$ cat src/rtl/melody_pkg.sv
// rtl/melody_pkg.sv - shared types and constants for the melody sequencer
// Contents: seq_state_t FSM encoding, note code constants, ROM word field positions.

package melody_pkg;

  localparam int ROM_WORD_W = 16;

  localparam int NOTE_MSB = 15;
  localparam int NOTE_LSB = 10;
  localparam int DUR_MSB  = 9;
  localparam int DUR_LSB  = 0;

  localparam logic [5:0] NOTE_REST = 6'h00;
  localparam logic [5:0] NOTE_END  = 6'h3F;

  typedef enum logic [2:0] {
    ST_IDLE,
    ST_FETCH,
    ST_WAIT,
    ST_DECODE,
    ST_PLAY,
    ST_GAP,
    ST_END
  } seq_state_t;

endpackage

$ cat src/rtl/ms_tick_gen.sv
// rtl/ms_tick_gen.sv - 1 ms tick prescaler with synchronous clear
// Ports: clk, rst_n (async active-low), clr (restart the period),
//        tick (1-cycle pulse every CLK_FREQ_HZ/1000 clocks).

module ms_tick_gen #(
  parameter  int CLK_FREQ_HZ = 100000000,
  localparam int DIV         = CLK_FREQ_HZ / 1000,
  localparam int CW          = (DIV > 1) ? $clog2(DIV) : 1
) (
  input  logic clk,
  input  logic rst_n,
  input  logic clr,
  output logic tick
);

  logic [CW-1:0] cnt_q, cnt_d;

  assign tick = (cnt_q == CW'(DIV - 1));

  // A clear restarts the period, so the first tick lands a full period later.
  always_comb begin
    cnt_d = cnt_q + CW'(1);
    if (clr || tick) cnt_d = '0;
  end

  always_ff @(posedge clk or negedge rst_n) begin
    if (!rst_n) cnt_q <= '0;
    else        cnt_q <= cnt_d;
  end

endmodule

$ cat src/rtl/melody_sequencer.sv
// rtl/melody_sequencer.sv - song ROM walker driving the SPI DAC master note inputs
// Ports: clk, rst_n (async active-low), start (pulse), stop (abort),
//        rom_addr/rom_data (synchronous song ROM, 1-cycle read latency),
//        note_state/button_action (to SPI master), busy, done (natural end pulse).
// Build option: MELODY_LOOP_EN adds input loop_en to restart the song instead of ending.

module melody_sequencer
  import melody_pkg::*;
#(
  parameter  int CLK_FREQ_HZ = 100000000,
  parameter  int SONG_LEN    = 32,
  parameter  int GAP_MS      = 20,
  localparam int AW          = (SONG_LEN > 1) ? $clog2(SONG_LEN) : 1,
  localparam int GW          = $clog2(GAP_MS + 1)
) (
  input  logic                  clk,
  input  logic                  rst_n,
  input  logic                  start,
  input  logic                  stop,
`ifdef MELODY_LOOP_EN
  input  logic                  loop_en,
`endif
  output logic [AW-1:0]         rom_addr,
  input  logic [ROM_WORD_W-1:0] rom_data,
  output logic [5:0]            note_state,
  output logic                  button_action,
  output logic                  busy,
  output logic                  done
);

  seq_state_t    state_q, state_d;
  logic [AW-1:0] addr_q, addr_d;
  logic [5:0]    note_q, note_d;
  logic          gate_q, gate_d;
  logic          busy_q, busy_d;
  logic          done_q, done_d;
  logic [9:0]    dur_q, dur_d;
  logic [GW-1:0] gap_q, gap_d;

  logic          tick, tick_clr;
  logic          advance, song_end, last_addr, loop_sel;
  logic [5:0]    rom_note;
  logic [9:0]    rom_dur;

  assign rom_note  = rom_data[NOTE_MSB:NOTE_LSB];
  assign rom_dur   = rom_data[DUR_MSB:DUR_LSB];
  assign last_addr = (addr_q == AW'(SONG_LEN - 1));

`ifdef MELODY_LOOP_EN
  assign loop_sel = loop_en;
`else
  assign loop_sel = 1'b0;
`endif

  // Restart the ms period whenever a note or a gap begins.
  assign tick_clr = ((state_d == ST_PLAY) && (state_q != ST_PLAY)) ||
                    ((state_d == ST_GAP)  && (state_q != ST_GAP));

  ms_tick_gen #(.CLK_FREQ_HZ(CLK_FREQ_HZ)) u_tick (
    .clk   (clk),
    .rst_n (rst_n),
    .clr   (tick_clr),
    .tick  (tick)
  );

  always_comb begin
    state_d  = state_q;
    addr_d   = addr_q;
    note_d   = note_q;
    gate_d   = gate_q;
    busy_d   = busy_q;
    done_d   = 1'b0;
    dur_d    = dur_q;
    gap_d    = gap_q;
    advance  = 1'b0;
    song_end = 1'b0;

    case (state_q)
      ST_IDLE: begin
        if (start) begin
          state_d = ST_FETCH;
          addr_d  = '0;
          busy_d  = 1'b1;
        end
      end
      ST_FETCH: state_d = ST_WAIT;
      ST_WAIT:  state_d = ST_DECODE;
      ST_DECODE: begin
        if (rom_note == NOTE_END)  song_end = 1'b1;
        else if (rom_dur == 10'd0) advance  = 1'b1;
        else begin
          note_d  = rom_note;
          gate_d  = (rom_note != NOTE_REST);
          dur_d   = rom_dur;
          state_d = ST_PLAY;
        end
      end
      ST_PLAY: begin
        if (tick) begin
          dur_d = dur_q - 10'd1;
          if (dur_q == 10'd1) begin
            gate_d  = 1'b0;
            gap_d   = GW'(GAP_MS);
            state_d = ST_GAP;
          end
        end
      end
      ST_GAP: begin
        if (tick) begin
          gap_d = gap_q - GW'(1);
          if (gap_q == GW'(1)) advance = 1'b1;
        end
      end
      ST_END:  state_d = ST_IDLE;
      default: state_d = ST_IDLE;
    endcase

    if (advance) begin
      if (last_addr) song_end = 1'b1;
      else begin
        addr_d  = addr_q + AW'(1);
        state_d = ST_FETCH;
      end
    end

    if (song_end) begin
      if (loop_sel) begin
        addr_d  = '0;
        state_d = ST_FETCH;
      end else begin
        state_d = ST_END;
        done_d  = 1'b1;
        busy_d  = 1'b0;
        note_d  = '0;
        gate_d  = 1'b0;
      end
    end

    // stop overrides everything, including a same-cycle start in IDLE.
    if (stop) begin
      state_d = ST_IDLE;
      busy_d  = 1'b0;
      note_d  = '0;
      gate_d  = 1'b0;
      done_d  = 1'b0;
    end
  end

  always_ff @(posedge clk or negedge rst_n) begin
    if (!rst_n) begin
      state_q <= ST_IDLE;
      addr_q  <= '0;
      note_q  <= '0;
      gate_q  <= 1'b0;
      busy_q  <= 1'b0;
      done_q  <= 1'b0;
      dur_q   <= '0;
      gap_q   <= '0;
    end else begin
      state_q <= state_d;
      addr_q  <= addr_d;
      note_q  <= note_d;
      gate_q  <= gate_d;
      busy_q  <= busy_d;
      done_q  <= done_d;
      dur_q   <= dur_d;
      gap_q   <= gap_d;
    end
  end

  assign rom_addr      = addr_q;
  assign note_state    = note_q;
  assign button_action = gate_q;
  assign busy          = busy_q;
  assign done          = done_q;

endmodule
$ cat config.mk
export PLATFORM = sky130hd
export DESIGN_NAME = melody_sequencer
export DESIGN_NICKNAME = d
export VERILOG_FILES = /design/src/rtl/melody_pkg.sv /design/src/rtl/ms_tick_gen.sv /design/src/rtl/melody_sequencer.sv
export SDC_FILE = /design/constraint.sdc
export NUM_CORES = 1
export LEC_CHECK = 0
export CORE_ASPECT_RATIO = 0.6
export CORE_MARGIN = 2
export CORE_UTILIZATION = 60
export DETAILED_ROUTE_END_ITERATION = 10
export HOLD_SLACK_MARGIN = 0.1
export PLACE_DENSITY_LB_ADDON = 0.12
export SYNTH_ARGS = -nofsm -noshare
export SYNTH_HDL_FRONTEND = slang
export SYNTH_SLANG_ARGS = --single-unit
$ cat constraint.sdc
create_clock -name clk -period 3.34 [get_ports clk]
set_input_delay 0.501 -clock clk [delete_from_list [all_inputs] [get_ports clk]]
set_output_delay 0.501 -clock clk [all_outputs]
set_load 0.02 [all_outputs]
==> impl_metrics.sql <==
INSERT INTO impl_metrics (metric_group, metric, value, unit) VALUES
('worst_setup_path', 'most_repeated_library_cell_on_the_critical_path', 'sky130_fd_sc_hd__ha_1', ''),
('route', 'drt-initial-drc-count', '102', ''),
('synth', 'dominantRegCellSynth', 'sky130_fd_sc_hd__dfrtp_1', ''),
('worst_setup_path', 'cp-start-kind', 'register', ''),
('synth', 'synth_nets', '326', ''),
('cts', 'cts_sinks', '49', ''),
('route', 'wl_per_cell', '16.0', 'µm'),
('route', 'route.detailed.drc', '0', ''),
('sta', 'skew', '0.00409', 'ns'),
('place', 'placement.io_buffers', '33', ''),
('worst_setup_path', 'largest_fanout_of_any_net_on_the_critical_path', '6', ''),
('sta', 'final-hold-violation-count', '0', ''),
('die', 'floorplan.die_area', '5280', 'µm²'),
('die', 'core-area', '4540', 'µm²'),
('job', 'timing.max_cap.violations', '0', ''),
('synth', 'yosys_warnings', '0', ''),
('sta', 'period_needed', '2.35', 'ns'),
('worst_setup_path', 'reg2reg_slack', '0.99', 'ns'),
('worst_setup_path', 'r2r.worst_path.cells', '8', ''),
('global_routing', 'antenna_found_initial', '0', ''),
('cts', 'later_pin_clock_latency_in_the_skew_report', '0.30', 'ns'),
('die', 'fp.dieW', '92.5', 'µm'),
('sta', 'timing_max_transition_violations_final', '0', ''),
('cts', 'ctsHtreeMaxLevel', '2', ''),
('final_layout', 'fillCellCount', '348', ''),
('cts', 'cts_tree', 'done', ''),
('die', 'die_height', '57.1', 'µm'),
('sta', 'setup_total_negative_slack', '0', 'ns'),
('worst_setup_path', 'critical_path_required', '3.54', 'ns'),
('die', 'core.rowCount', '19', ''),
('worst_setup_path', 'data_arrival_time_at_the_worst_slack_endpoint', '2.55', 'ns'),
('synth', 'postSynthAreaPerCell', '9.42', 'µm²'),
('sta', 'layout_worst_path_cycle_share', '0.704', ''),
('pwr', 'p_leak', '1.33', 'nW'),
('final_layout', 'area_growth_syn_to_layout', '14.6', '%'),
('worst_setup_path', 'critical_path.cell_chain', 'ha_1 > and3_1 > ha_1 > nor4bb_1 > o21ai_0 > o32a_1 > mux2i_1 > a31o_2', ''),
('synth', 'synth_async_sr_flop_share', '1.00', ''),
('pwr', 'vdd_drop_max', '0.000379', 'V'),
('route', 'detail_route.vias_per_cell', '5.99', ''),
('cts', 'clockBufferDepth', '2', ''),
('sta', 'slew_headroom', '0.241', ''),
('cts', 'cts-buffers-inserted', '5', ''),
('global_routing', 'pin_count_of_the_biggest_net_entering_global_routing', '50', ''),
('synth', 'yosys.area.top_type_share', '0.435', ''),
('cts', 'cts-hold-fix-buffers', '0', ''),
('worst_setup_path', 'type_of_element_capturing_the_critical_path', 'register', ''),
('route', 'wl', '6250', 'µm'),
('synth', 'syn_inst', '299', ''),
('sta', 'rsz0062_at_grt', 'no', ''),
('cts', 'clk_pin_slew', '0.09', 'ns'),
('worst_setup_path', 'worst-path-buf-inv', '0', ''),
('synth', 'ys_ff_latch', '49', ''),
('worst_setup_path', 'timing.rr.end', 'rom_addr[2]', ''),
('hold_path', 'worstHoldPathType', 'primary input to async pin', ''),
('global_routing', 'overflow', '0', ''),
('cts', 'clock_root_buffer', 'sky130_fd_sc_hd__clkbuf_8', ''),
('pwr', 'cellPowerDensity', '506', 'nW/µm²'),
('global_routing', 'track_usage', '0.255', ''),
('status', 'status', 'finished, final reports clean', ''),
('worst_setup_path', 'max_stage_delay', '0.43', 'ns'),
('global_routing', 'wire_length_of_the_first_global_routing_pass', '10500', 'µm'),
('synth', 'yosysUniqueCellTypes', '63', ''),
('route', 'drt_pass1_iterations', '4', ''),
('final_layout', 'final_nets', '354', ''),
('place', 'detailedPlacementHpwl', '4350', 'µm'),
('sta', 'clock.fmax', '0.425', 'GHz'),
('worst_setup_path', 'timing.critical_path.max_delay_family', 'compound AO/OA/AOI/OAI gates', ''),
('sta', 'final_worst_path_setup_slack', '0.989', 'ns'),
('place', 'globalplace.congestion', '0.811', ''),
('die', 'initial_utilization', '0.620', ''),
('sta', 'max_slew.worst_pin.slew', '1.14', 'ns');
cells in the final DEF, fill, tap and decap left out, types with 2 or more instances in the layout:
cell type	instances
sky130_fd_sc_hd__dfrtp_1	49
sky130_fd_sc_hd__nor2_1	37
sky130_fd_sc_hd__clkdlybuf4s50_1	32
sky130_fd_sc_hd__nand2_1	22
sky130_fd_sc_hd__o21ai_0	20
sky130_fd_sc_hd__a21oi_1	18
sky130_fd_sc_hd__nand3_1	15
sky130_fd_sc_hd__inv_1	14
sky130_fd_sc_hd__xor2_1	10
sky130_fd_sc_hd__nand4_1	8
sky130_fd_sc_hd__xnor2_1	8
sky130_fd_sc_hd__nor3_1	7
sky130_fd_sc_hd__ha_1	7
sky130_fd_sc_hd__clkbuf_8	6
sky130_fd_sc_hd__nand2b_1	5
sky130_fd_sc_hd__and4_1	4
sky130_fd_sc_hd__a31oi_1	4
sky130_fd_sc_hd__nor4_1	3
sky130_fd_sc_hd__and2_1	3
sky130_fd_sc_hd__and3_1	2
sky130_fd_sc_hd__nor4_2	2
sky130_fd_sc_hd__a31o_2	2
sky130_fd_sc_hd__a21o_1	2
sky130_fd_sc_hd__nor4b_1	2
sky130_fd_sc_hd__nor4bb_1	2
sky130_fd_sc_hd__o31ai_1	2
sky130_fd_sc_hd__nor2b_1	2
sky130_fd_sc_hd__o21ba_2	2
sky130_fd_sc_hd__mux2i_1	2
sky130_fd_sc_hd__a22oi_1	2
how the worst max path moves through the flow:
stage | startpoint | to | slack (ns) | cells after the start
floorplan | rom_addr[0] | rom_addr[2] | 1.21 | 8
global placement | rom_data[6] | dur_q[6] | 0.75 | 6
detailed placement | rom_data[6] | dur_q[6] | 0.73 | 6
CTS | u_tick.cnt_q[0] | u_tick.cnt_q[11] | 1.02 | 6
global route | u_tick.cnt_q[0] | u_tick.cnt_q[13] | 0.79 | 6
finish | rom_addr[0] | rom_addr[2] | 0.99 | 8
worst reg2reg max path, delay by kind of cell, from the launching register on:
| family | cells | cell delay (ns) |
|---|---|---|
| flip-flops | 1 | 0.43 |
| AND/OR/NAND/NOR | 2 | 0.52 |
| AO/OA/AOI/OAI | 3 | 0.66 |
| multiplexers | 1 | 0.16 |
| adder cells (fa/ha/maj) | 2 | 0.48 |
per-stage QoR:
stage	cell area [µm²]	total power (W)	utilization	cells
finish	3230	0.00163	0.711	390
global route	3230	0.00174	0.711	390
CTS	3230	0.00163	0.711	390
detailed placement	3140	0.00127	0.692	383
global placement	3140	0.00125	0.692	383
floorplan	2820	0.00115	-	299
final cells by class:
| class | count | area [µm²] | area share |
|---|---|---|---|
| clock buffers | 7 | 86.3 | 0.0268 |
| inverters | 14 | 52.6 | 0.0163 |
| multi-input cells | 224 | 1460 | 0.452 |
| flip-flops and latches | 49 | 1230 | 0.380 |
| well taps | 63 | 78.8 | 0.0244 |
| repair buffers | 33 | 325 | 0.101 |
sequential cells by signal, summed over array words and instances (netlist names):
name	count
busy	1
rom_addr	5
done	1
dur_q	10
note_state	6
u_tick.cnt_q	17
gap_q	5
state_q	3
button_action	1
where the power goes:
part	leakage, nW	internal, W	switching (W)	total [W]
logic	0.644	0.000177	0.000211	0.000387
registers	0.643	0.000720	0.000166	0.000887
clock network	0.0443	0.000165	0.000195	0.000360
total	1.33	0.00106	0.000572	0.00163
cell families (layout without fill, tap and decap cells):
group                      count (synthesis)  after routing  share of synthesized area
AOI/OAI and AO/OA                         65             65                      0.159
xor gates and xnor gates                  18             18                     0.0560
adders and majority gates                  7              7                     0.0311
buffers and inverters                     26             54                     0.0471
DFF                                       49             49                      0.435
muxes                                      2              2                    0.00711
and+or+nand+nor                          132            132                      0.265
layer usage:
metal	vias up	GRT usage	share of wire
met5	-	0	0
met4	0	0.0789	0.011
met3	9	0.0476	0.061
met2	74	0.369	0.42
met1	1132	0.392	0.51
li1	1123	-	-
Note: power is estimated with default switching activity, not from simulation.
